## config.mk

```make
export PLATFORM = sky130hd
export DESIGN_NAME = muldiv_seq
export DESIGN_NICKNAME = d
export VERILOG_FILES = /design/src/rtl/muldiv_pkg.sv /design/src/rtl/muldiv_seq.sv
export SDC_FILE = /design/constraint.sdc
export NUM_CORES = 1
export LEC_CHECK = 0
export BUFFER_PORTS_ARGS = -buffer_cell sky130_fd_sc_hd__buf_4
export CAP_MARGIN = 20
export CORE_ASPECT_RATIO = 0.7
export CORE_MARGIN = 2
export CORE_UTILIZATION = 45
export CTS_CLUSTER_SIZE = 10
export DETAILED_ROUTE_END_ITERATION = 12
export PLACE_DENSITY = 0.66
export SKIP_LAST_GASP = 1
export SLEW_MARGIN = 30
export SYNTH_ARGS = -nofsm -noshare
export SYNTH_HDL_FRONTEND = slang
export SYNTH_SLANG_ARGS = --single-unit
```

## constraint.sdc

```tcl
create_clock -name clk -period 5.4 [get_ports clk]
set_clock_uncertainty 0.2 [all_clocks]
set_input_delay 0.27 -clock clk [delete_from_list [all_inputs] [get_ports clk]]
set_output_delay 0.27 -clock clk [all_outputs]
set_load 0.05 [all_outputs]
```

## src/rtl/muldiv_pkg.sv

```systemverilog
// Shared constants for the sequential multiply/divide unit.
package muldiv_pkg;

  // Sequencer state encoding
  localparam logic [1:0] S_IDLE = 2'd0;
  localparam logic [1:0] S_MUL  = 2'd1;
  localparam logic [1:0] S_DIV  = 2'd2;
  localparam logic [1:0] S_DONE = 2'd3;

  // Operation select sampled with start
  localparam logic OP_MUL = 1'b0;
  localparam logic OP_DIV = 1'b1;

  // ALUControl codes the main decoder routes to this unit
  localparam logic [2:0] ALUCTL_MUL = 3'b100;
  localparam logic [2:0] ALUCTL_DIV = 3'b110;

endpackage

```

## src/rtl/muldiv_seq.sv

```systemverilog
// Iterative multiply/divide unit: shift-add multiply and unsigned restoring
// divide, one bit per cycle through a single shared (WIDTH+1)-bit adder.
module muldiv_seq
  import muldiv_pkg::*;
#(
  parameter int unsigned WIDTH = 32
) (
  input  logic             clk,
  input  logic             reset,
  input  logic             start,
  input  logic             op,
  input  logic [WIDTH-1:0] src_a,
  input  logic [WIDTH-1:0] src_b,
  output logic             busy,
  output logic             done,
  output logic [WIDTH-1:0] result,
  output logic [3:0]       flags,
  output logic             div_by_zero
);

  localparam int unsigned CW = (WIDTH > 1) ? $clog2(WIDTH) : 1;

  logic [1:0]       state_q, state_d;
  logic [CW-1:0]    cnt_q, cnt_d;
  // acc: product accumulator for MUL, partial remainder for DIV
  logic [WIDTH-1:0] acc_q, acc_d;
  // a: shifted multiplicand for MUL, dividend/quotient shift register for DIV
  logic [WIDTH-1:0] a_q, a_d;
  // b: multiplier (shifted right) for MUL, divisor for DIV
  logic [WIDTH-1:0] b_q, b_d;
  logic [WIDTH-1:0] result_q, result_d;
  logic             dbz_q, dbz_d;

  logic [WIDTH:0]   add_x, add_y, add_sum;
  logic             add_sub;
  logic [WIDTH:0]   rem_shift;

  // Shared adder/subtractor, subtracts via two's complement when add_sub is set
  assign add_sum = add_x + (add_sub ? ~add_y : add_y) + {{WIDTH{1'b0}}, add_sub};

  // Operand selection for the shared adder
  always_comb begin
    rem_shift = {acc_q, a_q[WIDTH-1]};
    if (state_q == S_DIV) begin
      add_x   = rem_shift;
      add_y   = {1'b0, b_q};
      add_sub = 1'b1;
    end else begin
      add_x   = {1'b0, acc_q};
      add_y   = {1'b0, a_q};
      add_sub = 1'b0;
    end
  end

  // Next-state logic for the sequencer and datapath registers
  always_comb begin
    state_d  = state_q;
    cnt_d    = cnt_q;
    acc_d    = acc_q;
    a_d      = a_q;
    b_d      = b_q;
    result_d = result_q;
    dbz_d    = dbz_q;
    case (state_q)
      S_IDLE, S_DONE: begin
        if (start) begin
          state_d = (op == OP_DIV) ? S_DIV : S_MUL;
          cnt_d   = CW'(WIDTH - 1);
          acc_d   = '0;
          a_d     = src_a;
          b_d     = src_b;
        end else if (state_q == S_DONE) begin
          state_d = S_IDLE;
        end
      end
      S_MUL, S_DIV: begin
        if (state_q == S_MUL) begin
          if (b_q[0]) acc_d = add_sum[WIDTH-1:0];
          a_d = a_q << 1;
          b_d = b_q >> 1;
        end else if (!add_sum[WIDTH]) begin
          // No borrow: divisor fits, keep the difference and set the quotient bit
          acc_d = add_sum[WIDTH-1:0];
          a_d   = {a_q[WIDTH-2:0], 1'b1};
        end else begin
          acc_d = rem_shift[WIDTH-1:0];
          a_d   = {a_q[WIDTH-2:0], 1'b0};
        end
        if (cnt_q == '0) begin
          state_d  = S_DONE;
          result_d = (state_q == S_MUL) ? acc_d : a_d;
          dbz_d    = (state_q == S_DIV) && (b_q == '0);
        end else begin
          cnt_d = cnt_q - CW'(1);
        end
      end
      default: state_d = S_IDLE;
    endcase
  end

  // State registers with synchronous active-low reset
  always_ff @(posedge clk) begin
    if (!reset) begin
      state_q  <= S_IDLE;
      cnt_q    <= '0;
      acc_q    <= '0;
      a_q      <= '0;
      b_q      <= '0;
      result_q <= '0;
      dbz_q    <= 1'b0;
    end else begin
      state_q  <= state_d;
      cnt_q    <= cnt_d;
      acc_q    <= acc_d;
      a_q      <= a_d;
      b_q      <= b_d;
      result_q <= result_d;
      dbz_q    <= dbz_d;
    end
  end

  assign busy        = (state_q == S_MUL) || (state_q == S_DIV);
  assign done        = (state_q == S_DONE);
  assign result      = result_q;
  assign flags       = {result_q[WIDTH-1], (result_q == '0), 2'b00};
  assign div_by_zero = dbz_q;

endmodule
```

# Word level (Yosys, flattened, before mapping)
# Cells that the tools add are included.
# totals
reg_bits	136
out_inout_bits	39
# op_classes
n_bitwise	1
n_addsub	3
n_eq_ne	8
muxes	25
reduce_logical	12
# ops
cell	n
32-bit two-way mux	9
32-bit one-hot mux with 2 select lines	3
33-bit two-way mux	2
32-bit logical NOT	2
33-bit by 1-bit adder with 33-bit output	1
33-bit adder	1
33-bit NOT	1
5-bit two-way mux	2
5-bit one-hot mux with 2 select lines	1
2-bit two-way mux	4
2-bit inequality test (second input constant)	4
2-bit AND reduction	4
5-bit logical NOT	1
5-bit by 1-bit subtractor with 5-bit output (second input constant)	1
2-bit equality test (second input constant)	2
2-bit one-hot mux with 2 select lines	1
2-bit OR reduction	2
1-bit two-way mux	3
3-bit inequality test (second input constant)	1
2-bit by 1-bit equality test with 1-bit output (second input constant)	1
2-bit logical NOT	1
1-bit logical AND	1
1-bit logical OR	1

# Depth between registers and ports, before layout
# Gate-level depths: netlist of the first run.
# depth
depth_word	9
depth_mapped	20
depth_no_buf	15

# Worst setup path before layout of the first run
# No wires, ideal clock.
# synth_path
path_type	register to register
from	reg state_q[0]
to	reg acc_q[17]
period_less_slack_ns	4.486
setup_time_ns	0.117
stages_incl_launch_ff	20
path_buffers	6
path_slack_ns	0.914
arrival_time_ns	4.170
path_cell_list	dfxtp_1 -> inv_1 -> ha_1 -> clkbuf_1 -> clkbuf_1 -> clkbuf_1 -> mux2_2 -> ha_1 -> buf_2 -> a211oi_1 -> o21ai_1 -> a221oi_2 -> nand2_1 -> a211oi_1 -> a221o_1 -> buf_6 -> buf_6 -> mux2i_1 -> nand2_1 -> a22o_1
# synth_between
elab_chain_cells	9
word_cells_on_any_way	18
# synth_rtl
item	line	text
from (decl)	muldiv_seq.sv:23	logic [1:0] state_q, state_d;
from (signal assigned)	muldiv_seq.sv:112	state_q <= state_d;
2-bit equality test	muldiv_seq.sv:44, muldiv_seq.sv:64	
32-bit two-way mux	muldiv_seq.sv:44	if (state_q == S_DIV) begin
33-bit NOT	muldiv_seq.sv:39	assign add_sum = add_x + (add_sub ? ~add_y : add_y) + {{WIDTH{1'b0}}, add_sub};
33-bit two-way mux	muldiv_seq.sv:39	
33-bit adder	muldiv_seq.sv:39	
33-bit by 1-bit adder with 33-bit output	muldiv_seq.sv:39	
32-bit two-way mux (on tied branches)	muldiv_seq.sv:81, muldiv_seq.sv:78	
32-bit two-way mux	muldiv_seq.sv:77	if (state_q == S_MUL) begin
32-bit one-hot mux with 2 select lines	muldiv_seq.sv:64	case (state_q)
to (signal assigned)	muldiv_seq.sv:106	acc_q <= '0;
to (signal assigned)	muldiv_seq.sv:114	acc_q <= acc_d;
to (decl)	muldiv_seq.sv:26	logic [WIDTH-1:0] acc_q, acc_d;
# Several ways; a longest one is shown, not always the timed one.
# A chain may end at the register's enable or synchronous reset.

# Worst setup path in the final report of the first run
# layout_path
from	reg state_q[0]
to	reg acc_q[26]
# The elaborated chain is that of the path after synthesis.

==> results of run 1 <==
-- final timing paths --
kind	from	endpoint	slack, ns	cells after the start
setup / recovery	state_q[0]	acc_q[26]	0.46	17
hold reg to reg	cnt_q[0]	cnt_q[0]	0.27	1
setup reg to reg	state_q[0]	acc_q[26]	0.46	17
hold / removal	src_b[18]	b_q[18]	0.007	3
-- per-stage QoR --
step	area, um^2	std cells	utilization [%]	setup WS [ns]
floorplan	9280	1180	-	0.914
global placement	10100	1473	50.7	0.654
detailed placement	10100	1473	50.7	0.604
CTS	10700	1507	53.6	0.581
global route	10700	1507	53.6	0.162
finish	10700	1507	53.6	0.463
-- placed cells by master (no fill, tap or decap), drive strengths merged, types with 4 or more instances in the layout --
| cell type | Yosys | final |
|---|---|---|
| buf | 21 | 120 |
| nand2b | 4 | 4 |
| ha | 37 | 37 |
| clkinvlp | 0 | 4 |
| nor2 | 138 | 138 |
| mux2 | 30 | 30 |
| xnor2 | 10 | 10 |
| nor4 | 17 | 17 |
| or3 | 5 | 5 |
| clkbuf | 76 | 20 |
| a31o | 4 | 4 |
| o31ai | 7 | 7 |
| o21a | 10 | 10 |
| o21ai | 96 | 96 |
| a31oi | 8 | 8 |
| nand4 | 13 | 13 |
| a22o | 10 | 10 |
| nand2 | 103 | 103 |
| o211ai | 35 | 35 |
| a211oi | 87 | 87 |
| xor2 | 18 | 18 |
| a32o | 12 | 12 |
| clkinv | 3 | 9 |
| or2 | 4 | 4 |
| a21oi | 85 | 85 |
| mux2i | 86 | 86 |
| inv | 26 | 27 |
| nor3 | 12 | 12 |
| nand3 | 18 | 18 |
| nor2b | 5 | 5 |
| a21o | 16 | 16 |
| dfxtp | 136 | 136 |
-- final cells by class --
class	instances	area share (%)
Clock buffer	20	4.26
Clock inverter	12	0.956
Inverter	29	1.01
Multi-Input combinational cell	918	56.6
Sequential cell	136	25.4
Tap cell	270	3.15
Timing Repair Buffer	122	8.58
-- worst min-delay path, stage by stage --
cell	delay (ns)
buf_4	0.11
mux2i_1	0.12
a211oi_1	0.08
-- state kept, by name, indices dropped and copies added (netlist names) --
name         cells
a_q             32
acc_q           32
b_q             32
result          32
cnt_q            5
state_q          2
div_by_zero      1
-- what timing repair did --
action                                 in CTS  in global routing
hold buffers                                2                  0
buffers inserted                            0                  0
endpoints found under the hold margin       3                  0
-- report_power, final --
part	internal, W	switching [W]
logic	0.00187	0.00329
registers	0.00140	0.000472
clock network	0.000655	0.000460
-- logic make-up (layout without fill, tap and decap cells) --
logic type,count (synthesis),after routing,share of synthesized area (%)
AOI/OAI and AO/OA,404,404,28.7
xor gates and xnor gates,28,28,2.64
adders and majority gates,38,38,5.21
buffers and inverters,126,183,5.46
DFF,136,136,29.4
muxes,116,116,12.9
other,1,2,0.0404
and+or+nand+nor,330,330,15.6
-- per-layer routing --
metal | track usage (%) | routed length (um) | up-vias
li1 | - | - | 4458
met1 | 39.3 | 14200 | 4298
met2 | 43.3 | 13100 | 372
met3 | 4.70 | 2100 | 35
met4 | 6.87 | 490 | 0
met5 | 0 | 0 | -
==> impl_metrics.tcl, run 1 <==
set metrics [dict create \
    die_h_um 124 \
    seq_area_mm2 0.00272 \
    drt-pass1-iter-count 6 \
    grt_pass1_vias 8498 \
    seq_area_frac_synth_pct 29.4 \
    drt_wl_total_um 29800 \
    fin_crit_ns 4.94 \
    fin_hold_ws_ns 0.00677 \
    yosysUniqueCellTypes 67 \
    port_buffers 104 \
    cp_data_required_time_ns 5.50 \
    place_congestion 0.876 \
    powerDensity_mw_per_mm2 758 \
    finalSetupTns_ns 0 \
    synth_common_cells "nor2_1, dfxtp_1, nand2_1" \
    crit_path_end_kind "flop" \
    syn_area_mm2 0.00928 \
    critPathKind "reg2reg" \
    path_cells "inv_1 > ha_4 > clkinv_1 > buf_4 > nand2_1 > o21ai_0 > ha_1 > nand2_1 > nor3_1 > nand4b_1 > o2111ai_1 > o21a_1 > a221o_1 > buf_4 > nand2_1 > o221ai_1 > o21ai_1" \
    clock_latency_ns 0.42 \
    rsz0062_at_grt "no" \
    dieArea_mm2 0.0218 \
    cts_made_buffers 17 \
    core-area_mm2 0.0200 \
    cp_max_fo 27 \
    synthCells 1179 \
    n_antenna_cell 0 \
    wl_per_cell_um 19.8 \
    cts_tree "done" \
    num_io_pins 107 \
    grt_pass1_wl_um 47100 \
    antenna_left 0 \
    cp_data_arrival_time_ns 5.04 \
    grt_max_degree 65 \
    cts.path.max_buffers 2 \
    initial_core_util_pct 46.3 \
    rows 43 \
    numClockSinks 136 \
    critPathBufInv 4 \
    slowest_stage "ha_1" \
    htree_levels 4 \
    worst_path_dominant_cell_family "compound AO/OA/AOI/OAI gates" \
    outcome "complete, no violations" \
    drt_iter0_drc 917 \
    setup_viol 0 \
    synthFlopType "dfxtp_1" \
    tightestPinTransition_ns 0.822 \
    dp_hpwl_um 21900 \
    ys_warn_count 0 \
    cts.clk_slew.worst_paths_ns 0.06 \
    slew_viol_final 0 \
    fmax_mhz 203 \
    gr-total-overflow 0 \
    finalPower_w 0.00814 \
    antenna_found_initial 0 \
    p_leak_nw 4.60 \
    cpMostUsedCell "nand2_1" \
    synthArstFlopShare_pct 0 \
    synth_edf_count 0 \
    syn_area_per_cell_um2 7.87 \
    grt_usage_pct 27.5 \
    drc 0 \
    multiInputGateArea_mm2 0.00608 \
    yosysMostFrequentCell "nor2_1" \
    hold_class "in2reg" \
    cts_root_buf "clkbuf_16" \
    hold_viol_final 0 \
    fillers 1917 \
    synth_top_area_cell "dfxtp_1" \
    cap_viol_max_count 0 \
    max_stage_delay_ns 0.46 \
    maxSlewHeadroom_pct 44.7 \
    drive_gt1_share_pct 16.0 \
    syn2layout_area_growth_pct 15.7 \
    fin_crit_sh_pct 91.4 \
    num_vias 9163 \
    yosysTopAreaCellShare_pct 29.4 \
    fin_nets 1330 \
    ys_seq_elements 136 \
    synth_area_leaders "dfxtp_1, mux2i_1, a211oi_1, nor2_1, ha_1" \
    peakVddDrop_uv 399 \
    chipWidth_um 176 \
    cts.repair.resized 0 \
    vias_per_cell 6.08 \
    start_kind "flop" \
]
Note: power is estimated with default switching activity, not from simulation.
==> run 2, diff against run 1 <==
--- a/config.mk
+++ b/config.mk
@@ -13,6 +13,7 @@
 export CTS_CLUSTER_SIZE = 10
 export DETAILED_ROUTE_END_ITERATION = 12
 export PLACE_DENSITY = 0.66
+export REMOVE_ABC_BUFFERS = 1
 export SKIP_LAST_GASP = 1
 export SLEW_MARGIN = 30
 export SYNTH_ARGS = -nofsm -noshare
==> impl_metrics.tcl, run 2 (synthesis gave the netlist of run 1 again) <==
set metrics [dict create \
    outcome "complete, no violations" \
    cts.path.max_buffers 2 \
    r2r_cells 15 \
    fin_crit_sh_pct 86.0 \
    gr-total-overflow 0 \
    hold_viol_final 0 \
    pwr-share-comb_pct 64.0 \
    dpl-instance-area_mm2 0.0102 \
    drt_iter0_drc 770 \
    cp_data_arrival_time_ns 4.82 \
    hold_start "src_a[1]" \
    htree_levels 4 \
    fin_crit_ns 4.64 \
    top_layer "met4" \
    holdPathStages 3 \
    drc 0 \
    die_h_um 124 \
    fillers 1898 \
    tightestPinTransition_ns 0.972 \
    start_kind "flop" \
    drive_gt1_share_pct 15.2 \
    grt_pass1_wl_um 47900 \
    cap_viol_max_count 0 \
    core-area_mm2 0.0200 \
    maxSlewHeadroom_pct 35.1 \
    setup_viol 0 \
    n_antenna_cell 0 \
    grt_usage_pct 28.3 \
    p_sw_w 0.00416 \
    cp_data_required_time_ns 5.58 \
    crit_path_end_kind "flop" \
    layout_common_cells "nor2_1, dfxtp_1, buf_4, nand2_1, a211oi_1" \
    place_congestion 0.954 \
    reg2reg_to "acc_q[3]" \
    slew_viol_final 0 \
    vias_per_cell 6.04 \
    critPathKind "reg2reg" \
    cts_made_buffers 17 \
    grt_max_degree 65 \
    hold_path_end "a_q[1]" \
    cts_root_buf "clkbuf_16" \
    grt_pass1_vias 8514 \
    syn2layout_area_growth_pct 20.3 \
    p_clk_share_pct 12.8 \
    peakVddDrop_uv 428 \
    port_buffers 104 \
    powerDensity_mw_per_mm2 723 \
    num_vias 9372 \
    num_io_pins 107 \
    wl_met3_um 2350 \
    wl_per_cell_um 19.6 \
    intPower_w 0.00391 \
    wl_met2_um 12100 \
    numClockSinks 136 \
    clock_latency_ns 0.43 \
    p_leak_nw 4.80 \
    dp.cells 1476 \
    reg2reg_setup_slack_ns 0.76 \
    dieArea_mm2 0.0218 \
    fin_nets 1378 \
    antenna_left 0 \
    seqPwrFrac_pct 23.2 \
    r2r-start "state_q[0]" \
    fin_cells 1551 \
    fmax_mhz 215 \
    p_sw_share_pct 51.6 \
    cp_max_fo 22 \
    rsz0062_at_grt "no" \
    antenna_found_initial 0 \
    initial_core_util_pct 46.3 \
    cts.clk_slew.worst_paths_ns 0.06 \
    final_util_pct 55.8 \
    drt-pass1-iter-count 5 \
    chipWidth_um 176 \
    cts_tree "done" \
    design_area_mm2 0.0112 \
    hold_class "in2reg" \
    cts_setup_buffers 0 \
    rows 43 \
    m1WireLength_um 15600 \
    finalSetupTns_ns 0 \
    dp_hpwl_um 21100 \
    drt_wl_total_um 30400 \
]
[run 2: metal layers]
layer,track usage [%],vias to the layer above
li1,-,4542
met1,44.1,4448
met2,39.4,358
met3,5.40,24
met4,6.40,0
met5,0,-
[run 2: final cells by class]
type	instances	area [um^2]	area share (%)
Clock buffer	23	478	4.28
Clock inverter	5	25.0	0.224
Inverter	29	109	0.976
Multi-Input combinational cell	918	6080	54.5
Sequential cell	136	2720	24.4
Tap cell	270	338	3.03
Timing Repair Buffer	170	1410	12.6
[run 2: how the worst max path moves through the flow]
| stage | start | endpoint | cells after the start |
|---|---|---|---|
| after floorplan | state_q[0] | acc_q[31] | 8 |
| after detailed placement | state_q[0] | acc_q[3] | 15 |
| after global placement | state_q[0] | acc_q[15] | 15 |
| after CTS | state_q[0] | acc_q[3] | 15 |
| final | state_q[0] | acc_q[3] | 15 |
| after global routing | state_q[0] | acc_q[1] | 15 |
[run 2: critical path, stage by stage, from the launching register on]
cell,delay [ns]
dfxtp_1,0.33
inv_1,0.12
ha_4,0.22
buf_4,0.31
mux2_2,0.38
ha_1,0.41
a211oi_1,0.36
o21ai_1,0.13
a221oi_2,0.35
nand2_1,0.12
a211oi_1,0.34
a221o_1,0.28
buf_4,0.36
mux2_2,0.38
o21ai_1,0.13
a22o_1,0.15
[run 2: power by group through the flow]
stage,logic (W),registers (W),clock network (W)
after floorplan,0.00366,0.00187,0
after detailed placement,0.00504,0.00187,0
after global routing,0.00567,0.00192,0.00110
after CTS,0.00509,0.00186,0.00105
final,0.00516,0.00187,0.00104
after global placement,0.00500,0.00188,0
[run 2: stage by stage]
| stage | total power, W | hold slack (ns) | setup WS [ns] |
|---|---|---|---|
| after global routing | 0.00869 | 0.0105 | 0.565 |
| after floorplan | 0.00553 | 0.186 | -1.02 |
| after global placement | 0.00687 | 0.259 | 0.979 |
| after CTS | 0.00799 | 0.000120 | 0.804 |
| final | 0.00807 | 0.00545 | 0.755 |
| after detailed placement | 0.00691 | 0.264 | 0.817 |
[run 2: timing repair]
item,4_1_cts,5_1_grt
hold buffers,47,0
gates resized for setup,0,0
endpoints found under the hold margin,48,0
==> run 3, diff against run 2 <==
--- a/config.mk
+++ b/config.mk
@@ -5,14 +5,16 @@
 export SDC_FILE = /design/constraint.sdc
 export NUM_CORES = 1
 export LEC_CHECK = 0
-export BUFFER_PORTS_ARGS = -buffer_cell sky130_fd_sc_hd__buf_4
+export ABC_AREA = 1
 export CAP_MARGIN = 20
 export CORE_ASPECT_RATIO = 0.7
 export CORE_MARGIN = 2
 export CORE_UTILIZATION = 45
 export CTS_CLUSTER_SIZE = 10
 export DETAILED_ROUTE_END_ITERATION = 12
-export PLACE_DENSITY = 0.66
+export DONT_BUFFER_PORTS = 1
+export GPL_ROUTABILITY_DRIVEN = 0
+export PLACE_DENSITY = 0.62
 export REMOVE_ABC_BUFFERS = 1
 export SKIP_LAST_GASP = 1
 export SLEW_MARGIN = 30
==> impl_metrics.tcl, run 3 <==
set metrics [dict create \
    outcome "complete, no violations" \
    synth_common_cells "nand2_1, o21ai_0, inv_1" \
    dieArea_mm2 0.0228 \
    worst_path_dominant_cell_family "simple AND/OR/NAND/NOR gates" \
    drive_gt1_share_pct 5.95 \
    grt_pass1_wl_um 50600 \
    powerDensity_mw_per_mm2 762 \
    cts.clk_slew.worst_paths_ns 0.06 \
    synth_area_leaders "dfxtp_1, nand2_1, o21ai_0, a21oi_1, inv_1" \
    cts_setup_buffers 0 \
    n_antenna_cell 0 \
    yosysTopAreaCellShare_pct 28.0 \
    drt_iter0_drc 918 \
    critPathBufInv 5 \
    antenna_left 0 \
    p_leak_nw 4.84 \
    fin_crit_sh_pct 81.4 \
    syn_area_per_cell_um2 6.23 \
    die_h_um 127 \
    gr-total-overflow 0 \
    start_kind "flop" \
    htree_levels 4 \
    num_io_pins 107 \
    synthArstFlopShare_pct 0 \
    grt_usage_pct 27.5 \
    wl_per_cell_um 16.7 \
    cts.repair.resized 0 \
    tightestPinTransition_ns 1.02 \
    ys_warn_count 0 \
    rows 44 \
    hold_viol_final 0 \
    max_stage_delay_ns 0.56 \
    slew_viol_final 0 \
    dp.cells 1760 \
    cts_made_buffers 17 \
    drt-pass1-iter-count 6 \
    syn2layout_area_growth_pct 13.8 \
    chipWidth_um 180 \
    grt_pass1_vias 9478 \
    cts.path.max_buffers 2 \
    vias_per_cell 5.55 \
    setup_viol 0 \
    synth_edf_count 0 \
    pre_cts_ws_ns 1.03 \
    cts_tree "done" \
    initial_core_util_pct 46.4 \
    critPathKind "reg2reg" \
    clock_latency_ns 0.44 \
    cp_max_fo 52 \
    antenna_found_initial 0 \
    ys_seq_elements 136 \
    drc 0 \
    cp_data_arrival_time_ns 4.49 \
    port_buffers 0 \
    drt_wl_total_um 31000 \
    syn_area_mm2 0.00971 \
    grt_max_degree 98 \
    fin_crit_ns 4.39 \
    seq_area_frac_synth_pct 28.0 \
    fin_hold_ws_ns 0.00728 \
    crit_path_end_kind "flop" \
    finalSetupTns_ns 0 \
    dp_hpwl_um 20800 \
    slowest_stage "inv_2" \
    rsz0062_at_grt "no" \
    cts_hold_buf 68 \
    yosysUniqueCellTypes 46 \
    maxSlewHeadroom_pct 32.2 \
    fin_nets 1677 \
    fin_cells 1857 \
    fin_ws_ns 1.01 \
    cpMostUsedCell "nand2_1" \
    cap_viol_max_count 0 \
    numClockSinks 136 \
    cp_data_required_time_ns 5.49 \
    synth_top_area_cell "dfxtp_1" \
    num_vias 10300 \
    yosysMostFrequentCell "nand2_1" \
    cts_root_buf "clkbuf_16" \
    core-area_mm2 0.0209 \
    fillers 2184 \
    mostFrequentLayoutCell "nand2_1" \
    layout_common_cells "nand2_1, o21ai_0, inv_1, dfxtp_1, a21oi_1" \
    synthFlopType "dfxtp_1" \
    final_util_pct 52.8 \
    fmax_mhz 228 \
    synthCells 1558 \
    hold_class "in2reg" \
    peakVddDrop_uv 550 \
]
[run 3: worst paths after layout]
check / startpoint / end / slack (ns) / depth (start not counted)
setup / recovery: state_q[0] / acc_q[11] / 1.01 / 26
hold / removal: start / state_q[0] / 0.007 / 4
setup reg to reg: state_q[0] / acc_q[11] / 1.01 / 26
hold reg to reg: acc_q[15] / acc_q[15] / 0.29 / 2
[run 3: cell type report]
class / count / area [um^2] / share of cell area, %
Clock buffer: 21 / 470 / 4.26
Clock inverter: 8 / 123 / 1.11
Sequential cell: 136 / 2720 / 24.7
Timing Repair Buffer: 83 / 823 / 7.45
Multi-Input combinational cell: 1181 / 5990 / 54.2
Inverter: 152 / 573 / 5.19
Tap cell: 276 / 345 / 3.13
[run 3: kinds of logic after synthesis]
logic type	share of synthesized area, %
other	0.0386
AND/OR/NAND/NOR	30.7
adder cells (fa/ha/maj)	4.97
AO/OA/AOI/OAI	24.3
buffers and inverters	10.5
XOR/XNOR	1.44
flip-flops	28.0
[run 3: routing by layer]
| metal | vias up | global-route usage [%] | wire [um] |
|---|---|---|---|
| met1 | 4755 | 41.9 | 16200 |
| met3 | 19 | 5.71 | 2230 |
| met5 | - | 0 | 0 |
| met4 | 0 | 5.50 | 272 |
| li1 | 5183 | - | - |
| met2 | 347 | 39.6 | 12200 |
[run 3: tightest hold or removal path, stage by stage]
cell	delay, ns
nor2_1	0.02
o21a_1	0.15
inv_1	0.09
a21oi_1	0.07
[run 3: power by group]
part	switching, W	total, W	internal [W]
registers	0.000656	0.00207	0.00141
clock network	0.000461	0.00121	0.000753
logic	0.00353	0.00513	0.00160
total	0.00465	0.00842	0.00377
[run 3: through the flow]
stage | power [W] | area, um^2
global placement | 0.00699 | 9740
CTS | 0.00836 | 11000
floorplan | 0.00559 | 9260
detailed placement | 0.00705 | 9750
global route | 0.00919 | 11000
finish | 0.00842 | 11000
